===== config.mk =====
export PLATFORM = sky130hd
export DESIGN_NAME = multicycle_step_sequencer
export DESIGN_NICKNAME = d
export VERILOG_FILES = /design/src/rtl/multicycle_step_sequencer.sv
export SDC_FILE = /design/constraint.sdc
export NUM_CORES = 1
export LEC_CHECK = 0
export CORE_MARGIN = 2
export CORE_UTILIZATION = 55
export CTS_BUF_LIST = sky130_fd_sc_hd__clkbuf_8
export CTS_CLUSTER_DIAMETER = 120
export DETAILED_ROUTE_END_ITERATION = 12
export PLACE_DENSITY = 0.9
export SYNTH_ARGS = -nofsm -noshare
export SYNTH_HDL_FRONTEND = slang
export SYNTH_SLANG_ARGS = --single-unit

===== constraint.sdc =====
create_clock -name clk -period 4.9 [get_ports clk]
set_input_delay 0.98 -clock clk [delete_from_list [all_inputs] [get_ports clk]]
set_output_delay 0.98 -clock clk [all_outputs]
set_load 0.01 [all_outputs]

===== src/rtl/multicycle_step_sequencer.sv =====
// Step sequencer for the multicycle RISC controller: owns the step counter,
// decodes each instruction class into a last step and drives the step strobes.
module multicycle_step_sequencer #(
  parameter int CNT_W    = 3,
  parameter int MEM_WAIT = 0
) (
  input  logic             clk,
  input  logic             Rst,
  input  logic [15:11]     InsM,
  input  logic [1:0]       InsL,
  input  logic             Stall,
  input  logic             Resume,
  output logic [CNT_W-1:0] Cnt,
  output logic             IR_Load,
  output logic             ALUorNot,
  output logic             Buff_PC,
  output logic             Halted,
  output logic             Illegal
);

  typedef enum logic [3:0] {
    CLS_ALU, CLS_LHI, CLS_LOAD, CLS_STORE, CLS_BRANCH,
    CLS_JMP, CLS_JAL, CLS_OUTR, CLS_HLT, CLS_NOP
  } cls_t;

  typedef enum logic {ST_RUN, ST_HALT} state_t;

  localparam logic [CNT_W-1:0] L_SHORT = CNT_W'(2);
  localparam logic [CNT_W-1:0] L_ALU   = CNT_W'(3);
  localparam logic [CNT_W-1:0] L_LOAD  = CNT_W'(4 + MEM_WAIT);
  localparam logic [CNT_W-1:0] L_STORE = CNT_W'(3 + MEM_WAIT);

  state_t           state;
  cls_t             cls;
  cls_t             dec_cls;
  logic [CNT_W-1:0] last_step;
  logic             active;
  logic             at_last;

  // Opcode decode; only consumed on the non-stalled Cnt==1 cycle.
  always_comb begin
    dec_cls = CLS_NOP;
    case (InsM)
      5'b00000:                   dec_cls = CLS_ALU;
      5'b00001, 5'b00010:         dec_cls = CLS_LHI;
      5'b00011, 5'b00100:         dec_cls = CLS_LOAD;
      5'b00101:                   dec_cls = CLS_STORE;
      5'b00110:                   dec_cls = (InsL == 2'b01) ? CLS_ALU : CLS_STORE;
      5'b00111, 5'b01000, 5'b01011: dec_cls = CLS_ALU;
      5'b11000, 5'b11001:         dec_cls = CLS_BRANCH;
      5'b10000, 5'b10011:         dec_cls = CLS_JMP;
      5'b10001, 5'b10010:         dec_cls = CLS_JAL;
      5'b11100: begin
        if (InsL == 2'b00)      dec_cls = CLS_OUTR;
        else if (InsL == 2'b01) dec_cls = CLS_HLT;
        else                    dec_cls = CLS_NOP;
      end
      default:                    dec_cls = CLS_NOP;
    endcase
  end

  always_comb begin
    last_step = L_SHORT;
    case (cls)
      CLS_ALU, CLS_JAL: last_step = L_ALU;
      CLS_LOAD:         last_step = L_LOAD;
      CLS_STORE:        last_step = L_STORE;
      default:          last_step = L_SHORT;
    endcase
  end

  // Rst gates the strobes so they drop the instant reset asserts.
  assign active   = Rst & (state == ST_RUN) & ~Stall;
  assign at_last  = (Cnt == last_step);
  assign IR_Load  = active & (Cnt == '0);
  assign ALUorNot = active & (cls == CLS_ALU) & (Cnt == L_SHORT);
  assign Buff_PC  = active & at_last;
  assign Halted   = (state == ST_HALT);

  always_ff @(posedge clk or negedge Rst) begin
    if (!Rst) begin
      state   <= ST_RUN;
      Cnt     <= '0;
      cls     <= CLS_NOP;
      Illegal <= 1'b0;
    end else begin
      case (state)
        ST_RUN: begin
          if (!Stall) begin
            if (Cnt == CNT_W'(1)) begin
              cls     <= dec_cls;
              Illegal <= (dec_cls == CLS_NOP);
            end
            if (at_last) begin
              Cnt <= '0;
              if (cls == CLS_HLT) state <= ST_HALT;
            end else begin
              Cnt <= Cnt + CNT_W'(1);
            end
          end
        end
        ST_HALT: begin
          Cnt <= '0;
          if (Resume) state <= ST_RUN;
        end
        default: state <= ST_RUN;
      endcase
    end
  end

endmodule


Word-level counts from Yosys, hierarchy flattened
Cells that the tools add are included.
{ "totals": {"regBits": 9, "out_inout_bits": 8, "in_bits": 11, "word_cells": 64} }
{ "classes": {"n_bitwise": 8, "n_eq_ne": 26, "n_reduce_logical": 12, "n_mux": 13, "n_addsub": 1} }
{ "ops": {"columns": ["operator", "n"], "rows": [
  ["$pmux 4 s9", 1],
  ["$eq 5x5->1 const B", 7],
  ["$eq 5x3->1 const B", 4],
  ["$pmux 3 s2", 2],
  ["$eq 5x2->1 const B", 2],
  ["$eq 5x4->1 const B", 2],
  ["$reduce_or 2->1", 5],
  ["$eq 4x2->1 const B", 2],
  ["$eq 4x4->1 const B", 2],
  ["$and 1x1->1", 6],
  ["$mux 3", 2],
  ["$eq 5x1->1 const B", 1],
  ["$logic_not 5->1", 1],
  ["$mux 1", 5],
  ["$eq 4x3->1 const B", 1],
  ["$logic_not 4->1", 1],
  ["$mux 4", 1],
  ["$reduce_or 4->1", 1],
  ["$add 3x1->3 const B", 1],
  ["$eq 3x1->1 const B", 1],
  ["$eq 3x2->1 const B", 1],
  ["$eq 3x3->1", 1],
  ["$logic_not 3->1", 1],
  ["$reduce_and 3->1", 1],
  ["other kinds (7)", 8]
]} }

Longest topological paths before layout
Gate-level depths: netlist of the first run.
{ "logic_depth": {"word_depth": 7, "depth_mapped": 6, "depth_no_buf": 5} }

Worst setup path after synthesis of the first run
Ideal clock, no wire load.
{ "synth_path": {"kind": "input to output", "from": "input port Stall", "to": "output port IR_Load", "path_stages": 4, "n_path_buf": 1, "t_required_ns": 3.920, "arrival_time_ns": 1.686, "setup_slack_ns": 2.234, "cell_sequence": "clkbuf_1 > nor2_1 > nand2_1 > nor3b_1"} }
{ "synth_via": {"elab_chain_cells": 3} }
{ "synth_rtl": {"columns": ["element", "line_no", "source"], "rows": [
  ["start: declaration", "11", "input logic Stall,"],
  ["$not 1->1 (no source line)", null, null],
  ["$and 1x1->1", "73", "assign active = Rst & (state == ST_RUN) & ~Stall;"],
  ["$and 1x1->1", "75", "assign IR_Load = active & (Cnt == '0);"],
  ["end: declaration", "14", "output logic IR_Load,"]
]} }
Every way passes these cells.

Worst setup path after layout of the first run
{ "layout_path": {"from": "input port Rst", "to": "output port ALUorNot"} }
{ "layout_via": {"elab_chain_cells": 4} }
{ "layout_rtl": {"columns": ["element", "line_no", "source"], "rows": [
  ["start: declaration", "8", "input logic Rst,"],
  ["$and 1x1->1 (2 in a row)", "73", null],
  ["$and 1x1->1 (2 in a row)", "76", "assign ALUorNot = active & (cls == CLS_ALU) & (Cnt == L_SHORT);"],
  ["end: declaration", "15", "output logic ALUorNot,"]
]} }
Every way passes these cells.

==> results of run 1 <==
Yosys cell counts (2+ instances only):
cell type	n
a21oi_1	5
a31oi_1	3
buf_4	2
clkbuf_1	4
dfrtp_1	7
dfstp_2	2
ha_1	4
inv_1	6
nand2_1	13
nand2b_1	3
nand3b_1	5
nor2_1	8
nor3_1	4
nor3b_1	2
nor4b_1	3
o211a_1	2
o21ai_0	3
xnor2_1	2
xor2_1	3
logic make-up after synthesis:
kind of cell / count (synthesis) / share of synthesized area [%]
simple gates: 42 / 26.9
compound gates: 25 / 25.8
buf+inv: 13 / 6.99
flops: 9 / 27.7
xor+xnor: 5 / 5.32
fa+ha+maj: 4 / 6.08
mux: 1 / 1.22
where the power goes:
part | internal, mW | total [mW] | switching [mW]
sequential | 0.113 | 0.177 | 0.0635
combinational | 0.127 | 0.245 | 0.118
clock | 0.0543 | 0.0808 | 0.0265
total | 0.295 | 0.502 | 0.208
state kept, by name (all words and copies together), names as in the netlist:
| register | count |
|---|---|
| cls | 4 |
| Cnt | 3 |
| Illegal | 1 |
| Halted | 1 |
worst min-delay path: cells and delay by family (launching register included):
family             cells  cell delay, ns
and+or+nand+nor        1            0.06
AOI/OAI and AO/OA      1            0.06
DFF                    1            0.37
cell type report:
type / instances / area share (%)
Inverter: 6 / 2.18
Clock inverter: 1 / 0.364
Multi-Input combinational cell: 77 / 52.1
Timing Repair Buffer: 18 / 17.5
Tap cell: 15 / 1.82
Clock buffer: 3 / 4.00
Sequential cell: 9 / 22.1
metrics by stage:
step / cells / cell area [µm²] / power [mW]
2_1_floorplan: 99 / 823 / 0.337
3_3_place_gp: 125 / 987 / 0.406
3_5_place_dp: 125 / 987 / 0.419
4_1_cts: 129 / 1030 / 0.506
5_1_grt: 129 / 1030 / 0.544
6_report: 129 / 1030 / 0.502
worst max-delay path by stage:
stage | from | end | slack, ns | cells after the start
finish | Rst | ALUorNot | 1.26 | 4
global route | Rst | IR_Load | 1.07 | 4
CTS | Rst | ALUorNot | 1.22 | 4
detailed placement | Rst | ALUorNot | 1.23 | 4
global placement | Rst | IR_Load | 1.29 | 4
floorplan | Stall | IR_Load | 2.23 | 4
per-layer routing:
layer | share of wire [%] | global-route usage, %
met3 | 4.1 | 2.55
met4 | 0.99 | 11.3
met2 | 46 | 36.7
met5 | 0 | 0
met1 | 49 | 32.9
==> impl_metrics.env, run 1 <==
export IMPL_tns_ns=0
export IMPL_cts_hold_buf=0
export IMPL_vias=770
export IMPL_fin_hold_ws_ns=0.526
export IMPL_final_nets=130
export IMPL_synth_top_area_share_pct=21.3
export IMPL_final_core_util_pct=76.5
export IMPL_antenna_found_initial=0
export IMPL_wirelength_um=1920
export IMPL_crit_path_end_kind="output port"
export IMPL_cts_root_buf="clkbuf_8"
export IMPL_cp_common_cell="clkdlybuf4s50_1"
export IMPL_cts_max_path_buffers=2
export IMPL_portBuffers=18
export IMPL_hold_violations=0
export IMPL_post_cts_setup_buffer_count=0
export IMPL_cts_sinks=9
export IMPL_maxCapViolCount=0
export IMPL_setup_violations_final=0
export IMPL_critical_path_class="in -> out"
export IMPL_core_area_mm2=0.00135
export IMPL_first_iter_violations=29
export IMPL_cp_arrival_ns=2.66
export IMPL_slowest_stage="clkdlybuf4s50_1"
export IMPL_hold_depth=2
export IMPL_crit_family="buffers and inverters"
export IMPL_synth_nets=114
export IMPL_syn_area_per_cell_um2=8.32
export IMPL_viasPerCell=5.97
export IMPL_postSynth_asyncResetShare_pct=100
export IMPL_reg2reg_to="Halted$_DFF_PN0_"
export IMPL_synth_area_leaders="dfrtp_1 (21%), dfstp_2 (6.4%), ha_1 (6.1%)"
export IMPL_ys_warn_count=0
export IMPL_final_common_cell="clkdlybuf4s50_1"
export IMPL_fin_crit_sh_pct=74.3
export IMPL_place_hpwl_um=1410
export IMPL_ys_flop_type="dfrtp_1"
export IMPL_hp_class="reg -> reg"
export IMPL_wire_per_inst_um=14.9
export IMPL_ys_ff_latch=9
export IMPL_postCtsResizedCells=0
export IMPL_crit_path_start_kind="primary input"
export IMPL_grt_max_degree=11
export IMPL_num_rows=13
export IMPL_ys_seq_area_share_pct=27.7
export IMPL_min_period_ns=3.64
export IMPL_insertion_delay_ns=0.23
export IMPL_cts_buffers=3
export IMPL_synth_edff_count=0
export IMPL_fin_ws_ns=1.26
export IMPL_outcome="finished clean"
export IMPL_r2r_slack_ns=3.15
export IMPL_total_leakage_power_nw=0.424
export IMPL_rsz0062_at_grt="false"
export IMPL_synth_cell_types=37
export IMPL_synth_area_um2=823
export IMPL_num_antenna_cells=0
export IMPL_ir_drop_uv=298
export IMPL_track_usage_pct=23.7
export IMPL_register_area_um2=228
export IMPL_initial_core_util_pct=61.0
export IMPL_drive_gt1_share_pct=8.77
export IMPL_clock_fmax_mhz=275
export IMPL_drtPass1Iterations=4
export IMPL_clock_skew_ns=0.00447
export IMPL_overflow=0
export IMPL_dp_slack_ns=1.23
export IMPL_cp_max_fo=10
export IMPL_hold_path_startpoint="Illegal$_DFFE_PN0P_"
export IMPL_synth_top_area_cell="dfrtp_1"
export IMPL_fillers=91
export IMPL_antenna_left=0
export IMPL_crit_buf_inv=2
export IMPL_power_density_mw_per_mm2=487
export IMPL_drv_slew=0
export IMPL_grt_pass1_vias=705
export IMPL_io_pins=19
export IMPL_slew_headroom_pct=66.3
export IMPL_cts_tree="built"
export IMPL_layout_common_cells="clkdlybuf4s50_1 (18), nand2_1 (13), nor2_1 (8), dfrtp_1 (7), inv_1 (7)"
export IMPL_drc=0
export IMPL_hold_path_end="Illegal$_DFFE_PN0P_"
export IMPL_slowest_delay_ns=0.71
export IMPL_r2r_cells=5
export IMPL_multi_input_area_um2=538
export IMPL_timing_rr_start="cls[1]$_DFFE_PN0P_"
export IMPL_die_x_um=42.7
export IMPL_grt_pass1_wl_um=3270
export IMPL_worst_pin_slew_ns=0.499
export IMPL_crit_chain="clkdlybuf4s50_1 > nand2_1 > nor3_1 > clkdlybuf4s50_1"
export IMPL_syn_inst=99
export IMPL_required_ns=3.92
export IMPL_die_area_mm2=0.00182
export IMPL_clk_pin_slew_ns=0.04
export IMPL_gp_congestion=0.839
export IMPL_htreeDepth=1
export IMPL_syn2layout_area_growth_pct=25.4
export IMPL_die_h_um=42.7
No activity file was read; power rests on OpenSTA's default activity.
==> run 2: changes to the inputs <==
CORE_UTILIZATION = 51   (was 55)
PLACE_DENSITY = 0.84   (was 0.9)
clock period = 3.62 ns   (was 4.9 ns; I/O delays follow)
==> run 2 against run 1 <==
Compared with the run above: critical path depth up 2; sequential share of layout area down 0.19 points; sequential power up 34%; global-route usage down 1.6 points; setup slack worse by 0.69 ns; worst hold slack better by 0.0038 ns; power up 35%; combinational power up 35%; die area up 7.1%; sequential cell count unchanged; non-clock buffer count up 1; largest cell class unchanged; highest routed layer unchanged.
==> impl_metrics.env, run 2 (synthesis gave the netlist of run 1 again) <==
export IMPL_outcome="finished clean"
export IMPL_htreeDepth=1
export IMPL_place_hpwl_um=1480
export IMPL_crit_chain="xor2_1 > o211a_1 > a2111oi_4 > nand2_2 > nor2_1 > clkdlybuf4s50_1"
export IMPL_clock_fmax_mhz=328
export IMPL_r2r_cells=5
export IMPL_core_area_mm2=0.00151
export IMPL_wirelength_um=1880
export IMPL_final_common_cell="clkdlybuf4s50_1"
export IMPL_ir_drop_uv=463
export IMPL_cts_sinks=9
export IMPL_crit_path_end_kind="output port"
export IMPL_drtPass1Iterations=4
export IMPL_grt_pass1_wl_um=3130
export IMPL_slowest_stage="clkdlybuf4s50_1"
export IMPL_drive_gt1_share_pct=9.57
export IMPL_hold_path_end="cls[3]$_DFFE_PN1P_"
export IMPL_initial_core_util_pct=54.7
export IMPL_insertion_delay_ns=0.23
export IMPL_first_iter_violations=18
export IMPL_hold_path_startpoint="cls[3]$_DFFE_PN1P_"
export IMPL_r2r_slack_ns=1.86
export IMPL_cts_buffers=3
export IMPL_hp_class="reg -> reg"
export IMPL_drc=0
export IMPL_die_h_um=44.2
export IMPL_cts_root_buf="clkbuf_8"
export IMPL_cp_max_fo=5
export IMPL_hold_depth=2
export IMPL_worst_pin_slew_ns=0.514
export IMPL_largest_reg_flops=4
export IMPL_slowest_delay_ns=0.55
export IMPL_timing_rr_start="cls[1]$_DFFE_PN0P_"
export IMPL_portBuffers=18
export IMPL_num_rows=14
export IMPL_slew_headroom_pct=65.7
export IMPL_fin_crit_sh_pct=84.1
export IMPL_reg2reg_to="Halted$_DFF_PN0_"
export IMPL_track_usage_pct=22.2
export IMPL_cts_hold_buf=0
export IMPL_post_cts_setup_buffer_count=0
export IMPL_hold_violations=0
export IMPL_required_ns=2.90
export IMPL_layout_common_cells="clkdlybuf4s50_1 (18), nand2_1 (13), nor2_1 (8), dfrtp_1 (7), inv_1 (7)"
export IMPL_syn2layout_area_growth_pct=26.4
export IMPL_die_x_um=44.2
export IMPL_num_antenna_cells=0
export IMPL_final_cells=131
export IMPL_critical_path_class="reg -> out"
export IMPL_largestRegisters="cls: 4 flops, Cnt: 3 flops"
export IMPL_tns_ns=0
export IMPL_clk_pin_slew_ns=0.05
export IMPL_die_area_mm2=0.00195
export IMPL_grt_pass1_vias=735
export IMPL_cts_tree="built"
export IMPL_min_period_ns=3.05
export IMPL_antenna_left=0
export IMPL_antenna_found_initial=0
export IMPL_place_inst=127
export IMPL_overflow=0
export IMPL_cp_startpoint="cls[1]$_DFFE_PN0P_"
export IMPL_final_nets=131
export IMPL_vias=783
export IMPL_postCtsResizedCells=0
export IMPL_clock_skew_ns=0.00727
export IMPL_regMostFlops="cls"
export IMPL_grt_max_degree=11
export IMPL_gp_congestion=0.854
export IMPL_cp_arrival_ns=2.32
export IMPL_power_mw=0.678
export IMPL_power_density_mw_per_mm2=651
export IMPL_io_pins=19
export IMPL_drv_slew=0
export IMPL_crit_path_start_kind="flop"
export IMPL_cts_max_path_buffers=2
export IMPL_total_leakage_power_nw=0.429
export IMPL_setup_violations_final=0
export IMPL_viasPerCell=5.98
export IMPL_maxCapViolCount=0
export IMPL_rsz0062_at_grt="false"
export IMPL_wire_per_inst_um=14.3
[run 2: cell count changes in the layout (fill, tap and decap cells not counted)]
cell   previous run  this run
buf_4             0         1
[run 2: power by group]
group	total, mW	switching (mW)	internal, mW
registers	0.237	0.0840	0.153
logic	0.331	0.159	0.172
clock network	0.109	0.0357	0.0735
total	0.678	0.279	0.399
[run 2: how the worst max path moves through the flow]
stage                     endpoint  slack [ns]
after global placement     IR_Load        0.63
after detailed placement   IR_Load        0.61
after CTS                  Buff_PC        0.58
after floorplan            Buff_PC        1.44
after global routing       IR_Load        0.43
final                      Buff_PC        0.57
[run 2: cell type report]
type / instances / area [µm²]
Inverter: 6 / 22.5
Clock buffer: 3 / 41.3
Timing Repair Buffer: 19 / 188
Sequential cell: 9 / 228
Clock inverter: 1 / 3.75
Fill cell: 123 / 465
Tap cell: 16 / 20.0
Multi-Input combinational cell: 77 / 538
[run 2: metrics by stage]
step | instance area (µm²) | util [%] | setup slack (ns) | hold WS (ns)
finish | 1040 | 69.1 | 0.574 | 0.530
global route | 1040 | 69.1 | 0.429 | 0.554
CTS | 1040 | 69.1 | 0.582 | 0.530
detailed placement | 996 | 66.1 | 0.610 | 0.523
global placement | 996 | 66.1 | 0.626 | 0.513
floorplan | 823 | - | 1.44 | 0.428
[run 2: critical path: cells and delay by family (launching register included)]
| kind | cells | cell delay, ns |
|---|---|---|
| simple gates | 2 | 0.22 |
| xor+xnor | 1 | 0.19 |
| flops | 1 | 0.42 |
| compound gates | 2 | 0.70 |
| buf+inv | 1 | 0.55 |
[run 2: layer usage]
metal / track usage (%) / vias to the layer above / routed length [µm]
met5: 0 / - / 0
met2: 34.4 / 23 / 881
met3: 4.90 / 2 / 83
met1: 29.9 / 371 / 895
li1: - / 387 / -
met4: 9.09 / 0 / 17
==> run 3: changes to the inputs <==
clock period = 2.9 ns   (was 3.62 ns; I/O delays follow)
==> run 3 against run 2 <==
Compared with the run above: routed wire length rose by 1.4%; design area rose by 2.0%; global-route usage rose by 0.58 points; clock power rose by 30%; critical path depth did not move; setup slack got worse by 0.42 ns; combinational power rose by 24%; largest power group unchanged.
==> impl_metrics.env, run 3 (synthesis gave the netlist of run 1 again) <==
export IMPL_power_density_mw_per_mm2=801
export IMPL_track_usage_pct=22.7
export IMPL_power_mw=0.851
export IMPL_cp_max_fo=6
export IMPL_cts_sinks=9
export IMPL_core_area_mm2=0.00151
export IMPL_die_h_um=44.2
export IMPL_gp_congestion=0.905
export IMPL_fin_crit_sh_pct=94.7
export IMPL_maxCapViolCount=0
export IMPL_num_rows=14
export IMPL_drc=0
export IMPL_cts_max_path_buffers=2
export IMPL_syn2layout_area_growth_pct=29.0
export IMPL_cp_arrival_ns=2.17
export IMPL_io_pins=19
export IMPL_place_inst=129
export IMPL_required_ns=2.32
export IMPL_largestRegisters="cls: 4 flops, Cnt: 3 flops"
export IMPL_rsz0062_at_grt="false"
export IMPL_total_leakage_power_nw=0.440
export IMPL_worst_pin_slew_ns=0.509
export IMPL_overflow=0
export IMPL_hold_violations=0
export IMPL_drv_slew=0
export IMPL_critical_path_class="reg -> out"
export IMPL_grt_pass1_vias=699
export IMPL_crit_path_end_kind="output port"
export IMPL_regMostFlops="cls"
export IMPL_clk_pin_slew_ns=0.05
export IMPL_slowest_delay_ns=0.58
export IMPL_place_hpwl_um=1480
export IMPL_cts_root_buf="clkbuf_8"
export IMPL_die_area_mm2=0.00195
export IMPL_drtPass1Iterations=4
export IMPL_crit_chain="nand3b_1 > o211a_1 > a2111oi_4 > nand2_2 > nor2_1 > clkdlybuf4s50_1"
export IMPL_wirelength_um=1910
export IMPL_ir_drop_uv=501
export IMPL_clock_skew_ns=0.00494
export IMPL_cts_tree="built"
export IMPL_first_iter_violations=9
export IMPL_outcome="finished clean"
export IMPL_slew_headroom_pct=66.0
export IMPL_min_period_ns=2.75
export IMPL_portBuffers=18
export IMPL_cts_buffers=3
export IMPL_clock_fmax_mhz=364
export IMPL_slowest_stage="dfstp_2"
export IMPL_fin_hold_ws_ns=0.534
export IMPL_num_antenna_cells=0
export IMPL_final_cells=133
export IMPL_hp_class="reg -> reg"
export IMPL_vias=755
export IMPL_drive_gt1_share_pct=12.0
export IMPL_insertion_delay_ns=0.24
export IMPL_final_common_cell="clkdlybuf4s50_1"
export IMPL_viasPerCell=5.68
export IMPL_cts_hold_buf=0
export IMPL_grt_pass1_wl_um=3180
export IMPL_crit_path_start_kind="flop"
export IMPL_antenna_left=0
export IMPL_wire_per_inst_um=14.3
export IMPL_layout_common_cells="clkdlybuf4s50_1 (18), nand2_1 (13), nor2_1 (8), dfrtp_1 (7), inv_1 (7)"
export IMPL_initial_core_util_pct=54.7
export IMPL_tns_ns=0
export IMPL_setup_violations_final=0
export IMPL_grt_max_degree=11
export IMPL_final_nets=133
export IMPL_htreeDepth=1
export IMPL_die_x_um=44.2
export IMPL_largest_reg_flops=4
export IMPL_antenna_found_initial=0
run 3: report_power, final:
group | total (mW) | leakage (nW) | switching (mW) | internal (mW)
sequential | 0.297 | 0.107 | 0.106 | 0.191
clock | 0.142 | 0.0269 | 0.0498 | 0.0922
combinational | 0.411 | 0.306 | 0.196 | 0.215
run 3: critical path, delay by kind of cell, from the launching register on:
family,cells,cell delay (ns)
AOI/OAI and AO/OA,2,0.48
buffers and inverters,1,0.53
DFF,1,0.58
and+or+nand+nor,3,0.33
run 3: metrics by stage:
step	cell area, µm²	utilization (%)	worst slack, ns
2_1_floorplan	823	-	0.862
3_3_place_gp	1010	67.1	0.338
3_5_place_dp	1010	67.1	0.301
4_1_cts	1060	70.1	0.0405
5_1_grt	1060	70.5	0.00838
6_report	1060	70.5	0.153
run 3: layer usage:
layer | wire length [µm] | share of wire [%] | track usage, % | vias to the layer above
li1 | - | - | - | 390
met4 | 39 | 2.0 | 10.9 | 0
met2 | 928 | 49 | 35.6 | 10
met3 | 51 | 2.7 | 6.12 | 5
met5 | 0 | 0 | 0 | -
met1 | 886 | 47 | 29.0 | 350
run 3: final timing paths:
kind | from | end | slack [ns] | cells after the start
max | cls[0]$_DFFE_PN1P_ | Buff_PC | 0.15 | 6
min | Illegal$_DFFE_PN0P_ | Illegal$_DFFE_PN0P_ | 0.53 | 2
max reg2reg | Cnt[0]$_DFFE_PN0P_ | Illegal$_DFFE_PN0P_ | 1.19 | 4
min reg2reg | Illegal$_DFFE_PN0P_ | Illegal$_DFFE_PN0P_ | 0.53 | 2
max in group asynchronous | Rst | cls[3]$_DFFE_PN1P_ | 2.02 | 2
min in group asynchronous | Rst | Cnt[0]$_DFFE_PN0P_ | 0.65 | 2
run 3: final cells by class:
cell class / instances / area (µm²)
clock buffers: 3 / 41.3
clock inverters: 1 / 3.75
fillers: 123 / 444
inverters: 6 / 22.5
multi-input cells: 77 / 544
flip-flops and latches: 9 / 228
well taps: 16 / 20.0
repair buffers: 21 / 203
run 3: repair_timing:
item	CTS	global route
endpoints found under the setup margin	0	1
buffers inserted	0	0
resized for setup	0	1
==> patch: new RTL, config.mk and constraints of run 2 <==
The 10 values of `cls_t` get a one-hot encoding in 10 bits.
--- a/src/rtl/multicycle_step_sequencer.sv
+++ b/src/rtl/multicycle_step_sequencer.sv
@@ -18,9 +18,9 @@
   output logic             Illegal
 );
 
-  typedef enum logic [3:0] {
-    CLS_ALU, CLS_LHI, CLS_LOAD, CLS_STORE, CLS_BRANCH,
-    CLS_JMP, CLS_JAL, CLS_OUTR, CLS_HLT, CLS_NOP
+  typedef enum logic [9:0] {
+    CLS_ALU = 10'b0000000001, CLS_LHI = 10'b0000000010, CLS_LOAD = 10'b0000000100, CLS_STORE = 10'b0000001000, CLS_BRANCH = 10'b0000010000,
+    CLS_JMP = 10'b0000100000, CLS_JAL = 10'b0001000000, CLS_OUTR = 10'b0010000000, CLS_HLT = 10'b0100000000, CLS_NOP = 10'b1000000000
   } cls_t;
 
   typedef enum logic {ST_RUN, ST_HALT} state_t;
Formal check against the unedited RTL: no difference found for any inputs over 10 cycles, from zero or initial values and one cycle with Rst low; not proved beyond that.
==> patch against run 2 <==
Power rose by 12%. Setup slack got worse by 280 ps. Critical path type unchanged. Routed wire length rose by 18%. Largest power group unchanged. Utilization fell by 3.3 points. Clock skew fell by 4.9 ps. Cell count rose by 23%. Maximum frequency fell by 8.4%. Global-route usage fell by 1.4 points. Sequential cell count rose by 6. Non-clock buffer count rose by 1. Final area rose by 21%. Area after synthesis rose by 23%.
==> patch: results (changes against run 2) <==
Slew headroom: 72.6% (+7.0 points)
Layout Skew: 2.42 ps (-4.85 ps)
Area contributors post-synth: dfrtp_1, ha_1, o21ai_0, nand2_1, a22o_1
clock buffer depth: 2 (unchanged)
worst vdd ir: 0.000324 V (-30%)
FFs w/ async S/R, synth: 100% (unchanged)
Worst Hold Class: reg -> reg
pin count of the biggest net entering global routing: 20 (+9)
Fillers: 165 (+34%)
DP Wirelength: 1.62 mm (+9.5%)
Avg Inst Size Synth: 8.61 µm² (+3.5%)
Crit Path Max Fanout: 4 (-1)
Top Registers: cls x10, Cnt x3
Final Non-Filler Cells: 161 (+23%)
post-CTS setup buffer count: 0 (unchanged)
Synthesized Nets: 133 (+17%)
post-CTS sizing: 0 (unchanged)
clock slew at reported path FFs: 60 ps
Syn. warnings: 0 (unchanged)
htree depth: 1 (unchanged)
final worst path period need: 3320 ps (+279 ps)
DR iter-0 viols: 34 (+16)
Post-synth top cells: dfrtp_1, nand2_1, inv_1, nor2_1, o21ai_0
Worst-Skew Late Latency: 250 ps (+20 ps)
global routing usage on met1: 25.5% (-4.3 points)
Most Used Layer, Global Route: met2
CTS Buf Count: 3 (unchanged)
met3 Track Usage GR: 5.86% (+0.97 points)
first-pass GRT wire length: 3.84 mm (+22%)
Placed Area: 0.00121 mm² (+22%)
share of cells above drive strength 1: 10.4% (+0.88 points)
GP Congestion: 0.918 (+7.5%)
Via density: 5.75 (-3.9%)
leakage: 0.000552 µW (+29%)
clock root buffer: clkbuf_8
status: completed
M2 GR Usage: 32.2% (-2.2 points)
delay-heaviest family, CP: simple AND/OR/NAND/NOR gates
Antenna diodes: 0 (unchanged)
router iterations before antenna repair: 4 (unchanged)
crit path launch: cls[5]$_DFFE_PN0P_
Seq/Total Area, Yosys: 37.1% (+9.4 points)
hold_ws: 489 ps (-41.5 ps)
All-Layer GR Usage: 20.7% (-1.4 points)
Yosys cell types: 36 (-2.7%)
hold wc startpoint: Illegal$_DFFE_PN0P_
commonest register cell after synthesis: dfrtp_1
max incr delay on CP: 540 ps
pre-CTS setup slack: 469 ps (-141 ps)
Buffers on Ports: 18 (unchanged)
R2R setup slack: 1590 ps (-270 ps)
Slowest-stage cell, CP: or4_4
Post-Route WL: 2.21 mm (+18%)
antenna violations before repair: 0 (unchanged)
nets: 150 (+15%)
vias in the first global route: 860 (+17%)
patch: changes by cell type after synthesis, sizes merged, moves of 3 or more:
cell	delta
o21ai	+6
dfrtp	+7
inv	+3
nor3	+3
a22o	+6
a31oi	-3
nand2b	-3
nand3b	-3
nand3	+3
nor4b	-3
patch: logic make-up (layout without fill, tap and decap cells):
kind of cell,count (synthesis),after routing,share of synthesized area [%]
simple gates,43,43,22.2
fa+ha+maj,4,4,4.93
compound gates,34,34,25.0
xor+xnor,3,3,2.59
buf+inv,17,33,6.28
mux,2,2,1.97
flops,15,15,37.1
patch: worst register-to-register path, cell delays in order, from the launching register on:
cell and delay, ps:
dfrtp_1 380, or4_4 540, or3_4 350, a21o_1 200, a22o_4 250, o31ai_2 210
patch: area by class of cell:
type	count	area (µm²)	share of cell area [%]
clock inverter	1	7.51	0.594
clock buffer	3	41.3	3.27
inverter	9	33.8	2.67
sequential	15	377	29.8
tap	27	33.8	2.67
multi-input combinational	86	576	45.5
timing repair buffer	20	195	15.4
patch: per-layer routing:
layer	share of wire, %	vias up
met2	47	26
met4	2.9	0
li1	-	456
met3	4.6	8
met1	46	435
met5	0	-
patch: power breakdown:
part           internal [µW]  switching (µW)
Clock                   77.5            62.8
Sequential               221            73.2
Combinational            173             152
patch: worst paths after layout:
path | endpoint | cells after the start
max | Buff_PC | 6
min | Illegal$_DFFE_PN0P_ | 1
max reg2reg | Cnt[2]$_DFFE_PN0P_ | 5
min reg2reg | Illegal$_DFFE_PN0P_ | 1
max in group asynchronous | cls[9]$_DFFE_PN1P_ | 2
min in group asynchronous | Halted$_DFF_PN0_ | 2
